--- config.mk ---
export PLATFORM = sky130hd
export DESIGN_NAME = remote_transmitter_flat
export DESIGN_NICKNAME = d
export VERILOG_FILES = /design/src/rtl/remote_transmitter_if.sv /design/src/rtl/remote_transmitter.sv /design/src/flat_wrapper.sv
export SDC_FILE = /design/constraint.sdc
export NUM_CORES = 1
export LEC_CHECK = 0
export ABC_AREA = 1
export ABC_CLOCK_PERIOD_IN_PS = 2000
export CORE_MARGIN = 2
export CORE_UTILIZATION = 55
export DETAILED_ROUTE_END_ITERATION = 12
export PLACE_DENSITY = 0.76
export SYNTH_ARGS = -nofsm -noshare
export SYNTH_HDL_FRONTEND = slang
export SYNTH_SLANG_ARGS = --single-unit
export TNS_END_PERCENT = 5
--- constraint.sdc ---
create_clock -name clk -period 2 [get_ports clk]
set_input_delay 0.4 -clock clk [delete_from_list [all_inputs] [get_ports clk]]
set_output_delay 0.4 -clock clk [all_outputs]
set_load 0.01 [all_outputs]
--- src/rtl/remote_transmitter_if.sv ---
// Key-request / serial-line bundle between a key source (master) and the remote transmitter (slave).
// send/key flow into the transmitter; serial line and status pulses flow back out.
interface remote_transmitter_if;
    logic       send;
    logic [7:0] key;
    logic       serial;
    logic       busy;
    logic       done;
    logic       reject;

    modport master (
        output send,
        output key,
        input  serial,
        input  busy,
        input  done,
        input  reject
    );

    modport slave (
        input  send,
        input  key,
        output serial,
        output busy,
        output done,
        output reject
    );
endinterface

--- src/rtl/remote_transmitter.sv ---
// Remote-control serial emitter: start bit, CUSTOM_CODE, key, ~key, then an idle-high gap. Optional macro REMOTE_TX_KEY_FILTER_EN.
// Latency: start bit one cycle after send is accepted; frame is 1+32+max(GAP_CYCLES,4) cycles.
// Backpressure: send is only sampled in IDLE; requests while busy are dropped, never queued.
module remote_transmitter #(
    parameter logic [15:0] CUSTOM_CODE = 16'h00FF,
    parameter int          GAP_CYCLES  = 4
) (
    input  logic                clk,
    input  logic                rst,
    remote_transmitter_if.slave tx
);

    // The receiver needs at least four idle cycles to re-arm.
    localparam int GAP_EFF = (GAP_CYCLES < 4) ? 4 : GAP_CYCLES;
    localparam int CNT_MAX = (GAP_EFF > 32) ? GAP_EFF : 32;
    localparam int CW      = $clog2(CNT_MAX);
    localparam logic [CW-1:0] LAST_BIT = CW'(31);
    localparam logic [CW-1:0] LAST_GAP = CW'(GAP_EFF - 1);

    typedef enum logic [1:0] {
        IDLE,
        START,
        SHIFT,
        GAP
    } state_t;

    state_t        state, state_nxt;
    logic [CW-1:0] cnt, cnt_nxt;
    logic [31:0]   frame, frame_nxt;
    logic          serial_q, serial_nxt;
    logic          busy_q, busy_nxt;
    logic          done_q, done_nxt;
    logic          key_ok;

`ifdef REMOTE_TX_KEY_FILTER_EN
    function automatic logic key_valid(input logic [7:0] k);
        if (k > 8'h1F) return 1'b0;
        return !(k inside {8'h0A, 8'h0B, 8'h0D, 8'h0E, 8'h15, 8'h19, 8'h1C, 8'h1D});
    endfunction

    logic reject_q, reject_nxt;

    assign key_ok     = key_valid(tx.key);
    assign reject_nxt = (state == IDLE) && tx.send && !key_ok;

    // Refusal is reported registered, aligned with where the start bit would have appeared.
    always_ff @(posedge clk) begin
        if (rst) reject_q <= 1'b0;
        else     reject_q <= reject_nxt;
    end

    assign tx.reject = reject_q;
`else
    assign key_ok    = 1'b1;
    assign tx.reject = 1'b0;
`endif

    always_comb begin
        state_nxt = state;
        cnt_nxt   = cnt;
        frame_nxt = frame;
        case (state)
            IDLE: begin
                if (tx.send && key_ok) begin
                    state_nxt = START;
                    cnt_nxt   = '0;
                    frame_nxt = {CUSTOM_CODE, tx.key, ~tx.key};
                end
            end
            START: begin
                state_nxt = SHIFT;
                cnt_nxt   = '0;
            end
            SHIFT: begin
                if (cnt == LAST_BIT) begin
                    state_nxt = GAP;
                    cnt_nxt   = '0;
                end else begin
                    cnt_nxt   = cnt + 1'b1;
                    frame_nxt = {frame[30:0], 1'b0};
                end
            end
            GAP: begin
                if (cnt == LAST_GAP) begin
                    state_nxt = IDLE;
                    cnt_nxt   = '0;
                end else begin
                    cnt_nxt   = cnt + 1'b1;
                end
            end
            default: begin
                state_nxt = IDLE;
                cnt_nxt   = '0;
            end
        endcase

        // Outputs are registered from the next state so they line up with it.
        serial_nxt = (state_nxt == SHIFT) ? frame_nxt[31] : (state_nxt != START);
        busy_nxt   = (state_nxt != IDLE);
        done_nxt   = (state_nxt == GAP) && (cnt_nxt == LAST_GAP);
    end

    always_ff @(posedge clk) begin
        if (rst) begin
            state    <= IDLE;
            cnt      <= '0;
            frame    <= '0;
            serial_q <= 1'b1;
            busy_q   <= 1'b0;
            done_q   <= 1'b0;
        end else begin
            state    <= state_nxt;
            cnt      <= cnt_nxt;
            frame    <= frame_nxt;
            serial_q <= serial_nxt;
            busy_q   <= busy_nxt;
            done_q   <= done_nxt;
        end
    end

    assign tx.serial = serial_q;
    assign tx.busy   = busy_q;
    assign tx.done   = done_q;

endmodule

--- src/flat_wrapper.sv ---
// flat-port wrapper written by rule: the top's interface ports become plain ports
module remote_transmitter_flat 
#(
    parameter logic [15:0] CUSTOM_CODE = 16'h00FF,
    parameter int          GAP_CYCLES  = 4
)
  (clk, rst, tx_send, tx_key, tx_serial, tx_busy, tx_done, tx_reject);
  remote_transmitter_if tx_i ();
  input  logic clk;
  input  logic rst;
  input wire logic [$bits(tx_i.send)-1:0] tx_send;
  input wire logic [$bits(tx_i.key)-1:0] tx_key;
  output wire logic [$bits(tx_i.serial)-1:0] tx_serial;
  output wire logic [$bits(tx_i.busy)-1:0] tx_busy;
  output wire logic [$bits(tx_i.done)-1:0] tx_done;
  output wire logic [$bits(tx_i.reject)-1:0] tx_reject;
  assign tx_i.send = tx_send;
  assign tx_i.key = tx_key;
  assign tx_serial = tx_i.serial;
  assign tx_busy = tx_i.busy;
  assign tx_done = tx_i.done;
  assign tx_reject = tx_i.reject;
  remote_transmitter #(.CUSTOM_CODE(CUSTOM_CODE), .GAP_CYCLES(GAP_CYCLES)) u_core (.clk(clk), .rst(rst), .tx(tx_i));
endmodule
## Word-level counts from Yosys, hierarchy flattened

Cells that the tools add are included.
Widths: inputs -> output; s select.

- Word-level logic and storage cells: 37
- Latch bits: 0
- Bits in registers: 42
- Memories: 0
- ROM bits: 0
- Bits in writable memories: 0

- Reductions and logical operators: 5
- Mux-type cells: 12
- Shifts and indexed selects: 0
- Order comparisons: 0
- $add $sub $neg: 1
- Bitwise gates (word level): 1
- Equal/unequal tests: 11
- $mul: 0
- Divide/modulo/power cells: 0

Operators with widths:

| operator | count |
|---|---|
| $mux 32 | 2 |
| $pmux 32 s2 | 1 |
| $pmux 5 s4 | 1 |
| $mux 5 | 3 |
| $eq 5x2->1 const B | 2 |
| $eq 2x2->1 const B | 4 |
| $not 8->8 | 1 |
| $pmux 2 s4 | 1 |
| $mux 2 | 3 |
| $add 5x1->5 const B | 1 |
| $eq 5x5->1 const B | 1 |
| $ne 2x2->1 const B | 2 |
| $reduce_bool 2->1 | 2 |
| $reduce_and 3->1 | 1 |
| $eq 2x1->1 const B | 1 |
| $logic_not 2->1 | 1 |
| $ne 2x1->1 const B | 1 |
| $logic_and 1x1->1 | 1 |
| $mux 1 | 1 |

## Depth between registers and ports, before layout

Gate-level depths: netlist of the first run.

- Word-level depth: 5
- Mapped depth: 13
- Gate-level depth less buffers: 12

## Worst setup path before layout of the first run

Ideal clock, no wire load.

- Path kind: reg2reg
- Start point: register u_core.cnt[0]
- End point: register u_core.frame[10]
- Data arrival time: 1.491 ns
- Required time: 1.864 ns
- Period minus slack after synthesis: 1.627 ns
- Path slack: 0.373 ns
- Stages on the path, launching flop included: 12
- Setup time: 0.136 ns
- Path through: dfxtp_1 ha_1 nand2_1 nor2_1 ha_1 inv_1 nand2_4 buf_6 inv_8 buf_12 a22oi_2 a21oi_2

- Cells in the longest elaborated chain, start to end: 3

RTL lines:

| what | line | RTL |
|---|---|---|
| from (decl) | remote_transmitter.sv:28 | `logic [CW-1:0] cnt, cnt_nxt;` |
| from (signal assigned) | remote_transmitter.sv:113 | `cnt <= cnt_nxt;` |
| $eq 5x5->1 | remote_transmitter.sv:75 | `if (cnt == LAST_BIT) begin` |
| $ne 2x2->1 (no line) | n/a |  |
| $reduce_and 3->1 (no line) | n/a |  |
| to (signal assigned) | remote_transmitter.sv:114 | `frame <= frame_nxt;` |
| to (decl) | remote_transmitter.sv:29 | `logic [31:0] frame, frame_nxt;` |

Every way passes these cells.
A chain may end at the register's enable or synchronous reset.

## Worst setup path after layout of the first run

- Start point: register u_core.cnt[0]
- End point: register u_core.frame[31]

- Cells in the longest elaborated chain, start to end: 3

RTL lines:

| what | line | RTL |
|---|---|---|
| $eq 5x5->1 | remote_transmitter.sv:75 |  |
| $mux 32 | remote_transmitter.sv:75 |  |
| $pmux 32 s2 | remote_transmitter.sv:62 | `case (state)` |

Every way passes these cells. The select of a mux whose other input is x is not followed.

==> impl_metrics.yaml, run 1 <==
grt:
  grt_pass1_wl_um: 6310
  antenna_found_initial: 0
  grt_overflow: 0
  grt_usage_pct: 19.8
  grt_max_degree: 36
  grt_pass1_vias: 1442
sta:
  drv_slew: 0
  timing.fmax_mhz: 553
  period_minus_slack_ps: 1810
  setup_viol: 0
  hold_ws_ps: 469
  hold_viol: 0
  min_period_over_period_pct: 90.5
  fin_skew_ps: 5.38
place:
  gp_congestion: 0.860
  hpwl_um: 2360
  portBuffers: 13
logic_synthesis:
  synth_compound_area_share_pct: 22.7
  synth_edf_count: 0
  synth_xor_area_share_pct: 0
  ys_seq_area_share_pct: 43.4
  synthAdderAreaFrac_pct: 1.29
  avgSynthCellArea_sq_um: 8.00
  ys_ff_latch: 42
  synth_cell_type_count: 28
  ys_warn_count: 0
  synth-simple-area-share_pct: 22.2
  syn-num-nets: 255
  muxShareOfSynthArea_pct: 0
  yosys_most_used_dff: "dfxtp_1"
  async_reset_ff_share_pct: 0
  netlist_instances: 242
  synth_top_family_by_area: "compound AO/OA/AOI/OAI gates"
  netlist_area_sq_um: 1940
drt:
  drt-initial-drc-count: 73
  antenna_left: 0
  num_vias: 1576
  routed_wl_um: 3560
  dr.pass1.iters: 4
  via_per_inst: 5.22
  wl_per_cell_um: 11.8
  drt_drc_violations_left: 0
floorplanning:
  rows: 21
  initial_utilization_pct: 57.6
  die_h_um: 63.3
  io_pins: 15
  core-area_sq_um: 3360
  design.die.area_sq_um: 4010
  die_w_um: 63.3
clocking:
  cts_root_buf: "clkbuf_4"
  cts_made_buffers: 5
  cts-htree-levels: 2
  cts.sinks: 42
  clkTransAtPathRegs_ps: 120
  cts_tree: "done"
  cts_hold_buf: 0
  cts.path.max_buffers: 2
  clk_latency_ps: 340
setup_path:
  rr_startpoint: "u_core.cnt[0]$_SDFF_PP0_"
  end_kind: "flip-flop"
  worstSetupPathType: "flip-flop to flip-flop"
  r2r_slack_ps: 190
  cp.required_ps: 2290
  worstPathArrival_ps: 2100
  reg2reg_depth: 12
  startpoint_type: "flip-flop"
  crit_path_end: "u_core.frame[31]$_SDFF_PP0_"
  critPathLaunch: "u_core.cnt[0]$_SDFF_PP0_"
  critPathMaxFanout: 23
  timing.rr.end: "u_core.frame[31]$_SDFF_PP0_"
final_layout:
  syn2layout_area_growth_pct: 11.8
  nets: 268
  drive_above_1_share_pct: 20.3
  antenna_cells: 0
power_and_ir_drop:
  pwr-share-seq_pct: 54.0
  swShare_pct: 27.1
  combinationalPowerShare_pct: 16.8
  p_per_area_nw_per_um2: 791
  p_int_w: 0.00125
  p_switching_w: 0.000464
  power_w: 0.00171
  vdd_ir_drop_max_mv: 0.556
  power_leakage_nw: 0.850
  clkPwrFrac_pct: 29.2
outcome:
  status: "completed"
run:
  drv_cap: 0
min_path:
  hp-class: "flip-flop to flip-flop"
==> cells in the mapped netlist, types with 3 or more instances <==
master / number / area, sq um
nor2_1: 19 / 71.3
dfxtp_1: 42 / 841
clkbuf_1: 4 / 15.0
a21oi_1: 21 / 105
o21ai_0: 8 / 40.0
buf_4: 3 / 22.5
inv_2: 3 / 11.3
nand3_1: 14 / 70.1
nand2_1: 61 / 229
a21oi_2: 19 / 166
inv_1: 17 / 63.8
a22oi_2: 6 / 75.1
nor2_2: 3 / 18.8
==> power by group through the flow <==
| stage | Clock (W) | Sequential [W] | Combinational, W |
|---|---|---|---|
| finish | 0.000500 | 0.000925 | 0.000288 |
| global route | 0.000551 | 0.000932 | 0.000324 |
| CTS | 0.000510 | 0.000924 | 0.000272 |
| detailed placement | 0 | 0.000943 | 0.000271 |
| global placement | 0 | 0.000942 | 0.000266 |
| floorplan | 0 | 0.000939 | 0.000220 |
==> cell type report <==
cell class / count / area, sq um
multi-input cells: 166 / 898
fillers: 327 / 1200
inverters: 22 / 97.6
repair buffers: 18 / 193
clock buffers: 8 / 78.8
flip-flops and latches: 42 / 841
well taps: 46 / 57.6
==> state kept, by name, indices dropped and copies added (netlist names) <==
name              count
u_core.frame         32
u_core.cnt            5
u_core.state          2
u_core.tx.busy        1
u_core.tx.done        1
u_core.tx.serial      1
==> cells in the final DEF (no fill, tap or decap), types with 2 or more instances in the layout <==
cell type	instances
clkdlybuf4s50_1	13
nand2_1	61
ha_1	2
buf_12	2
o21ai_1	2
nand2_4	2
a22oi_1	2
inv_2	2
a21oi_2	19
a22oi_2	6
a21oi_1	21
nor2_1	19
clkbuf_8	3
inv_1	17
nor2_2	3
o21ai_0	8
nand3_1	14
clkbuf_4	5
nand2_2	2
buf_4	3
dfxtp_1	42
==> routing by layer <==
layer / GRT usage [%] / wire length, um / share of wire [%]
met1: 25.6 / 1700 / 48
met2: 31.8 / 1650 / 46
met3: 4.29 / 164 / 4.6
met4: 8.15 / 46 / 1.3
met5: 0 / 0 / 0
==> repair_timing <==
action | in CTS | in global routing
resized for setup | 0 | 3
setup buffers | 0 | 3
setup endpoints to repair | 0 | 23
==> how the worst min path moves through the flow <==
stage                                        startpoint                       endpoint  slack [ps]  depth (start not counted)
final                     u_core.frame[25]$_SDFFE_PP0P_  u_core.frame[26]$_SDFFE_PP0P_         470                          2
after floorplan           u_core.frame[24]$_SDFFE_PP0P_  u_core.frame[24]$_SDFFE_PP0P_         440                          2
after detailed placement  u_core.frame[28]$_SDFFE_PP0P_  u_core.frame[28]$_SDFFE_PP0P_         460                          2
after CTS                 u_core.frame[27]$_SDFFE_PP0P_  u_core.frame[27]$_SDFFE_PP0P_         470                          2
after global placement    u_core.frame[27]$_SDFFE_PP0P_  u_core.frame[27]$_SDFFE_PP0P_         450                          2
after global routing       u_core.frame[7]$_SDFFE_PP0P_   u_core.frame[7]$_SDFFE_PP0P_         490                          2
==> stage by stage <==
step                      util, %  cell area, sq um  TNS, ps  worst slack (ps)  instances
final                        64.4              2170        0               191        302
after detailed placement     60.9              2050        0               113        291
after floorplan                 -              1940        0               373        242
after global routing         64.4              2170    -1.61             -1.61        302
after CTS                    63.2              2130        0              76.5        299
after global placement       60.9              2050        0               186        291
==> cells by family after synthesis <==
group           Yosys count
simple gates            102
fa+ha+maj                 2
compound gates           61
flops                    42
buf+inv                  34
other cells               1
==> worst max-delay path, stage by stage, from the launching register on <==
cell and delay, ps:
dfxtp_1 350, ha_1 220, nand2_1 90, nor2_1 50
ha_1 190, inv_1 150, nand2_4 120, buf_12 150
inv_8 130, nand2_1 100, o21ai_2 80, inv_1 50
nor2_1 70
Note: power is estimated with default switching activity, not from simulation.
==> inputs of run 2 (changes only) <==
--- a/config.mk
+++ b/config.mk
@@ -7,7 +7,6 @@
 export LEC_CHECK = 0
 export ABC_AREA = 1
 export ABC_CLOCK_PERIOD_IN_PS = 2000
-export CORE_MARGIN = 2
 export CORE_UTILIZATION = 55
 export DETAILED_ROUTE_END_ITERATION = 12
 export PLACE_DENSITY = 0.76
==> impl_metrics.yaml, run 2 (synthesis gave the netlist of run 1 again) <==
outcome:
  status: "completed"
setup_path:
  rr_startpoint: "u_core.cnt[0]$_SDFF_PP0_"
  timing.rr.end: "u_core.tx.serial$_SDFF_PP1_"
  slowest_stage: "dfxtp_1"
  slowest_delay_ps: 360
  cp_top_family: "simple AND/OR/NAND/NOR gates"
  reg2reg_depth: 11
  end_kind: "flip-flop"
  critPathMaxFanout: 11
  cp.required_ps: 2250
  cp_cell_sequence: "ha_1, nand2_1, nor2_1, ha_1, inv_1, nand2_4, nand2_2, buf_4, o21ai_2, o21ai_1, nand2_1"
  worstSetupPathType: "flip-flop to flip-flop"
  r2r_slack_ps: 150
  worstPathArrival_ps: 2100
  path_buf_inv: 2
  startpoint_type: "flip-flop"
min_path:
  hp-class: "flip-flop to flip-flop"
  min_from: "u_core.frame[21]$_SDFFE_PP0P_"
  min_to: "u_core.frame[21]$_SDFFE_PP0P_"
  holdPathStages: 2
clocking:
  cts_made_buffers: 5
  cts-htree-levels: 2
  clk_latency_ps: 340
  cts_root_buf: "clkbuf_4"
  cts.path.max_buffers: 2
  cts_hold_buf: 0
  cts_tree: "done"
  cts_resized: 0
  cts_setup_buffers: 0
  clkTransAtPathRegs_ps: 110
  cts.sinks: 42
floorplanning:
  rows: 21
  initial_utilization_pct: 57.6
  core-area_sq_um: 3360
  die_h_um: 61.3
  io_pins: 15
  design.die.area_sq_um: 3760
  die_w_um: 61.3
power_and_ir_drop:
  p_per_area_nw_per_um2: 757
  vdd_ir_drop_max_mv: 0.576
  power_leakage_nw: 0.811
final_layout:
  syn2layout_area_growth_pct: 8.08
  reg_top3: "u_core.frame (32), u_core.cnt (5), u_core.state (2)"
  regMostFlops: "u_core.frame"
  finalNonFillerCells: 299
  drive_above_1_share_pct: 19.0
  fillCellCount: 319
  layout_common_cells: "nand2_1, dfxtp_1, a21oi_1"
  layout_commonest_cell: "nand2_1"
  utilization_pct: 62.2
  nets: 266
  antenna_cells: 0
  largest_register_ffs: 32
sta:
  min_period_over_period_pct: 92.7
  fin_skew_ps: 2.63
  setup_tns_ps: 0
  setup_viol: 0
  timing.fmax_mhz: 539
  hold_viol: 0
  period_minus_slack_ps: 1850
  drv_slew: 0
  rsz0062_at_grt: "false"
drt:
  num_vias: 1558
  wl_per_cell_um: 11.8
  wl_met3_um: 144
  wl_met2_um: 1670
  drt-initial-drc-count: 80
  routed.top_layer: "met4"
  drt_drc_violations_left: 0
  routed_wl_um: 3520
  wl_met1_um: 1630
  via_per_inst: 5.21
  antenna_left: 0
  dr.pass1.iters: 4
grt:
  grt_pass1_wl_um: 5640
  grt_pass1_vias: 1329
  grt_usage_pct: 20.9
  grt_overflow: 0
  grt_max_degree: 24
  antenna_found_initial: 0
place:
  hpwl_um: 2440
  portBuffers: 13
  gp_congestion: 0.796
  dp_cells: 292
run:
  drv_cap: 0
-- run 2: worst max-delay path by stage --
stage,from,endpoint,slack (ps),cells past startpoint
after floorplan,u_core.cnt[0]$_SDFF_PP0_,u_core.frame[10]$_SDFFE_PP0P_,370,11
after global placement,u_core.cnt[0]$_SDFF_PP0_,u_core.frame[14]$_SDFFE_PP0P_,180,10
after detailed placement,u_core.cnt[0]$_SDFF_PP0_,u_core.frame[4]$_SDFFE_PP0P_,100,10
after CTS,u_core.cnt[0]$_SDFF_PP0_,u_core.frame[4]$_SDFFE_PP0P_,60,10
after global routing,u_core.cnt[0]$_SDFF_PP0_,u_core.frame[7]$_SDFFE_PP0P_,20,10
final,u_core.cnt[0]$_SDFF_PP0_,u_core.tx.serial$_SDFF_PP1_,150,11
-- run 2: layer usage --
layer	GRT usage [%]	vias to the layer above
met5	0	-
met4	9.52	0
met3	6.30	8
met2	35.7	40
met1	24.0	706
li1	-	804
-- run 2: worst min-delay path, cell delays in order (launching register included) --
cell     delay, ps
dfxtp_1        330
nand2_1         60
a21oi_1         50
-- run 2: stage by stage --
step / power, W / setup slack (ps) / hold slack, ps / instance area [sq um]
2_1_floorplan: 0.00116 / 373 / 440 / 1940
3_3_place_gp: 0.00120 / 177 / 449 / 2040
3_5_place_dp: 0.00121 / 95.7 / 452 / 2040
4_1_cts: 0.00159 / 60.8 / 470 / 2090
5_1_grt: 0.00166 / 18.0 / 489 / 2090
6_report: 0.00158 / 146 / 470 / 2090
-- run 2: power by group --
part / total [W] / internal (W) / switching, W / leakage, nW
logic: 0.000270 / 0.000105 / 0.000165 / 0.443
clock network: 0.000389 / 0.000131 / 0.000258 / 0.0243
registers: 0.000925 / 0.000892 / 0.0000336 / 0.343
total: 0.00158 / 0.00113 / 0.000457 / 0.811
-- run 2: final cells by class --
class | count | area [sq um] | share of cell area [%]
timing repair buffer | 16 | 153 | 7.29
clock inverter | 1 | 7.51 | 0.359
inverter | 22 | 95.1 | 4.54
sequential | 42 | 841 | 40.2
clock buffer | 6 | 41.3 | 1.97
tap | 46 | 57.6 | 2.75
multi-input combinational | 166 | 898 | 42.9
==> inputs of run 3 (changes only) <==
--- a/config.mk
+++ b/config.mk
@@ -6,10 +6,11 @@
 export NUM_CORES = 1
 export LEC_CHECK = 0
 export ABC_AREA = 1
-export ABC_CLOCK_PERIOD_IN_PS = 2000
+export ABC_CLOCK_PERIOD_IN_PS = 1900
 export CORE_UTILIZATION = 55
 export DETAILED_ROUTE_END_ITERATION = 12
-export PLACE_DENSITY = 0.76
+export DONT_BUFFER_PORTS = 1
+export PLACE_DENSITY = 0.7
 export SYNTH_ARGS = -nofsm -noshare
 export SYNTH_HDL_FRONTEND = slang
 export SYNTH_SLANG_ARGS = --single-unit
==> constraint.sdc (replaced) <==
create_clock -name clk -period 1.9 [get_ports clk]
set_input_delay 0.38 -clock clk [delete_from_list [all_inputs] [get_ports clk]]
set_output_delay 0.38 -clock clk [all_outputs]
set_load 0.01 [all_outputs]
==> impl_metrics.yaml, run 3 (synthesis gave the netlist of run 1 again) <==
setup_path:
  end_kind: "flip-flop"
  r2r_slack_ps: 180
  worstSetupPathType: "flip-flop to flip-flop"
  slowest_stage: "dfxtp_2"
  cp_cell_sequence: "ha_1, nand2_1, nor2_1, ha_1, inv_2, nand2_8, nand2_2, buf_4, o21ai_0, a21oi_1"
  worstSetupPathDepth: 10
  critPathMaxFanout: 11
  reg2reg_depth: 10
  rr_startpoint: "u_core.cnt[0]$_SDFF_PP0_"
  path_buf_inv: 2
  slowest_delay_ps: 350
  startpoint_type: "flip-flop"
  crit_top_cell: "ha_1"
  worstPathArrival_ps: 2000
  cp.required_ps: 2170
  critPathLaunch: "u_core.cnt[0]$_SDFF_PP0_"
  cp_top_family: "adder cells"
  timing.rr.end: "u_core.frame[22]$_SDFFE_PP0P_"
  crit_path_end: "u_core.frame[22]$_SDFFE_PP0P_"
final_layout:
  largest_register_ffs: 32
  antenna_cells: 0
  reg_top3: "u_core.frame (32), u_core.cnt (5), u_core.state (2)"
  layout_commonest_cell: "nand2_1"
  syn2layout_area_growth_pct: 2.07
  nets: 251
  drive_above_1_share_pct: 21.3
  layout_common_cells: "nand2_1, dfxtp_1, a21oi_1"
  regMostFlops: "u_core.frame"
power_and_ir_drop:
  swShare_pct: 27.9
  pwr-share-seq_pct: 58.6
  combinationalPowerShare_pct: 14.1
  p_switching_w: 0.000464
  vdd_ir_drop_max_mv: 0.578
  power_w: 0.00167
  clkPwrFrac_pct: 27.3
  p_int_w: 0.00120
  power_leakage_nw: 0.764
  p_per_area_nw_per_um2: 843
sta:
  fin_skew_ps: 6.30
  rsz0062_at_grt: "false"
  drv_slew: 0
  period_minus_slack_ps: 1720
  finalWorstSetupSlack_ps: 176
  min_period_over_period_pct: 90.7
  setup_viol: 0
  hold_viol: 0
  setup_tns_ps: 0
  timing.fmax_mhz: 580
clocking:
  cts_setup_buffers: 0
  cts_tree: "done"
  clkTransAtPathRegs_ps: 120
  clk_latency_ps: 340
  cts.path.max_buffers: 2
  cts_made_buffers: 5
  cts_root_buf: "clkbuf_4"
  cts-htree-levels: 2
  cts.sinks: 42
place:
  gp_congestion: 0.855
  hpwl_um: 2290
  place_ws_ps: -4.72
  portBuffers: 0
floorplanning:
  die_h_um: 61.3
  core-area_sq_um: 3360
  die_w_um: 61.3
  rows: 21
  initial_utilization_pct: 57.6
  design.die.area_sq_um: 3760
  io_pins: 15
min_path:
  hp-class: "input pin to flip-flop"
outcome:
  status: "completed"
drt:
  drt_drc_violations_left: 0
  antenna_left: 0
  via_per_inst: 5.07
  drt-initial-drc-count: 113
  dr.pass1.iters: 4
  wl_per_cell_um: 11.7
  routed_wl_um: 3330
  num_vias: 1445
grt:
  grt_usage_pct: 20.6
  grt_pass1_vias: 1273
  grt_max_degree: 37
  grt_overflow: 0
  grt_pass1_wl_um: 5640
  antenna_found_initial: 0
run:
  drv_cap: 0
[run 3: cell count changes in the layout (fill, tap and decap cells not counted)]
cell             change
clkdlybuf4s50_1     -13
nand2_4              -1
clkbuf_1             -1
nand2_8              +1
dfxtp_1              -2
inv_4                -1
buf_4                -2
clkinv_2             +1
clkbuf_8             +1
inv_6                +1
dfxtp_2              +2
inv_1                -1
inv_2                +1
[run 3: worst min path at each step]
stage,startpoint,end,slack [ps],cells after the start
after global routing,rst,u_core.frame[14]$_SDFFE_PP0P_,60,1
final,rst,u_core.frame[14]$_SDFFE_PP0P_,90,1
after global placement,u_core.frame[17]$_SDFFE_PP0P_,u_core.frame[17]$_SDFFE_PP0P_,440,2
after detailed placement,u_core.frame[17]$_SDFFE_PP0P_,u_core.frame[17]$_SDFFE_PP0P_,450,2
after floorplan,u_core.frame[24]$_SDFFE_PP0P_,u_core.frame[24]$_SDFFE_PP0P_,440,2
after CTS,rst,u_core.frame[12]$_SDFFE_PP0P_,70,1
[run 3: routing by layer]
metal / track usage (%) / part of all wire (%) / vias up / wire length [um]
li1: - / - / 778 / -
met1: 28.9 / 53 / 639 / 1760
met2: 30.4 / 42 / 23 / 1400
met3: 6.09 / 3.7 / 5 / 123
met4: 6.67 / 1.3 / 0 / 45
met5: 0 / 0 / - / 0
[run 3: timing repair]
action | CTS | global route
hold buffers | 0 | 0
resized for setup | 1 | 5
endpoints found under the setup margin | 10 | 31
pin swaps | 0 | 1
[run 3: per-stage QoR]
stage / cell area (sq um) / utilization, % / hold WS (ps) / std cells
3_5_place_dp: 1900 / 56.4 / 448 / 277
4_1_cts: 1960 / 58.4 / 69.9 / 285
5_1_grt: 1980 / 58.8 / 56.8 / 285
6_report: 1980 / 58.8 / 85.9 / 285
3_3_place_gp: 1900 / 56.4 / 443 / 277
2_1_floorplan: 1940 / - / 440 / 242
[run 3: area by class of cell]
cell class	instances	area [sq um]
fillers	338	1390
multi-input cells	166	907
flip-flops and latches	42	843
inverters	22	97.6
well taps	46	57.6
clock buffers	6	51.3
clock inverters	2	12.5
repair buffers	1	7.51
[run 3: power by group through the flow]
| stage | clock (W) | combinational, W | sequential [W] |
|---|---|---|---|
| 3_3_place_gp | 0 | 0.000227 | 0.000995 |
| 3_5_place_dp | 0 | 0.000229 | 0.000995 |
| 5_1_grt | 0.000503 | 0.000266 | 0.000983 |
| 4_1_cts | 0.000467 | 0.000231 | 0.000976 |
| 6_report | 0.000455 | 0.000234 | 0.000976 |
| 2_1_floorplan | 0 | 0.000231 | 0.000988 |
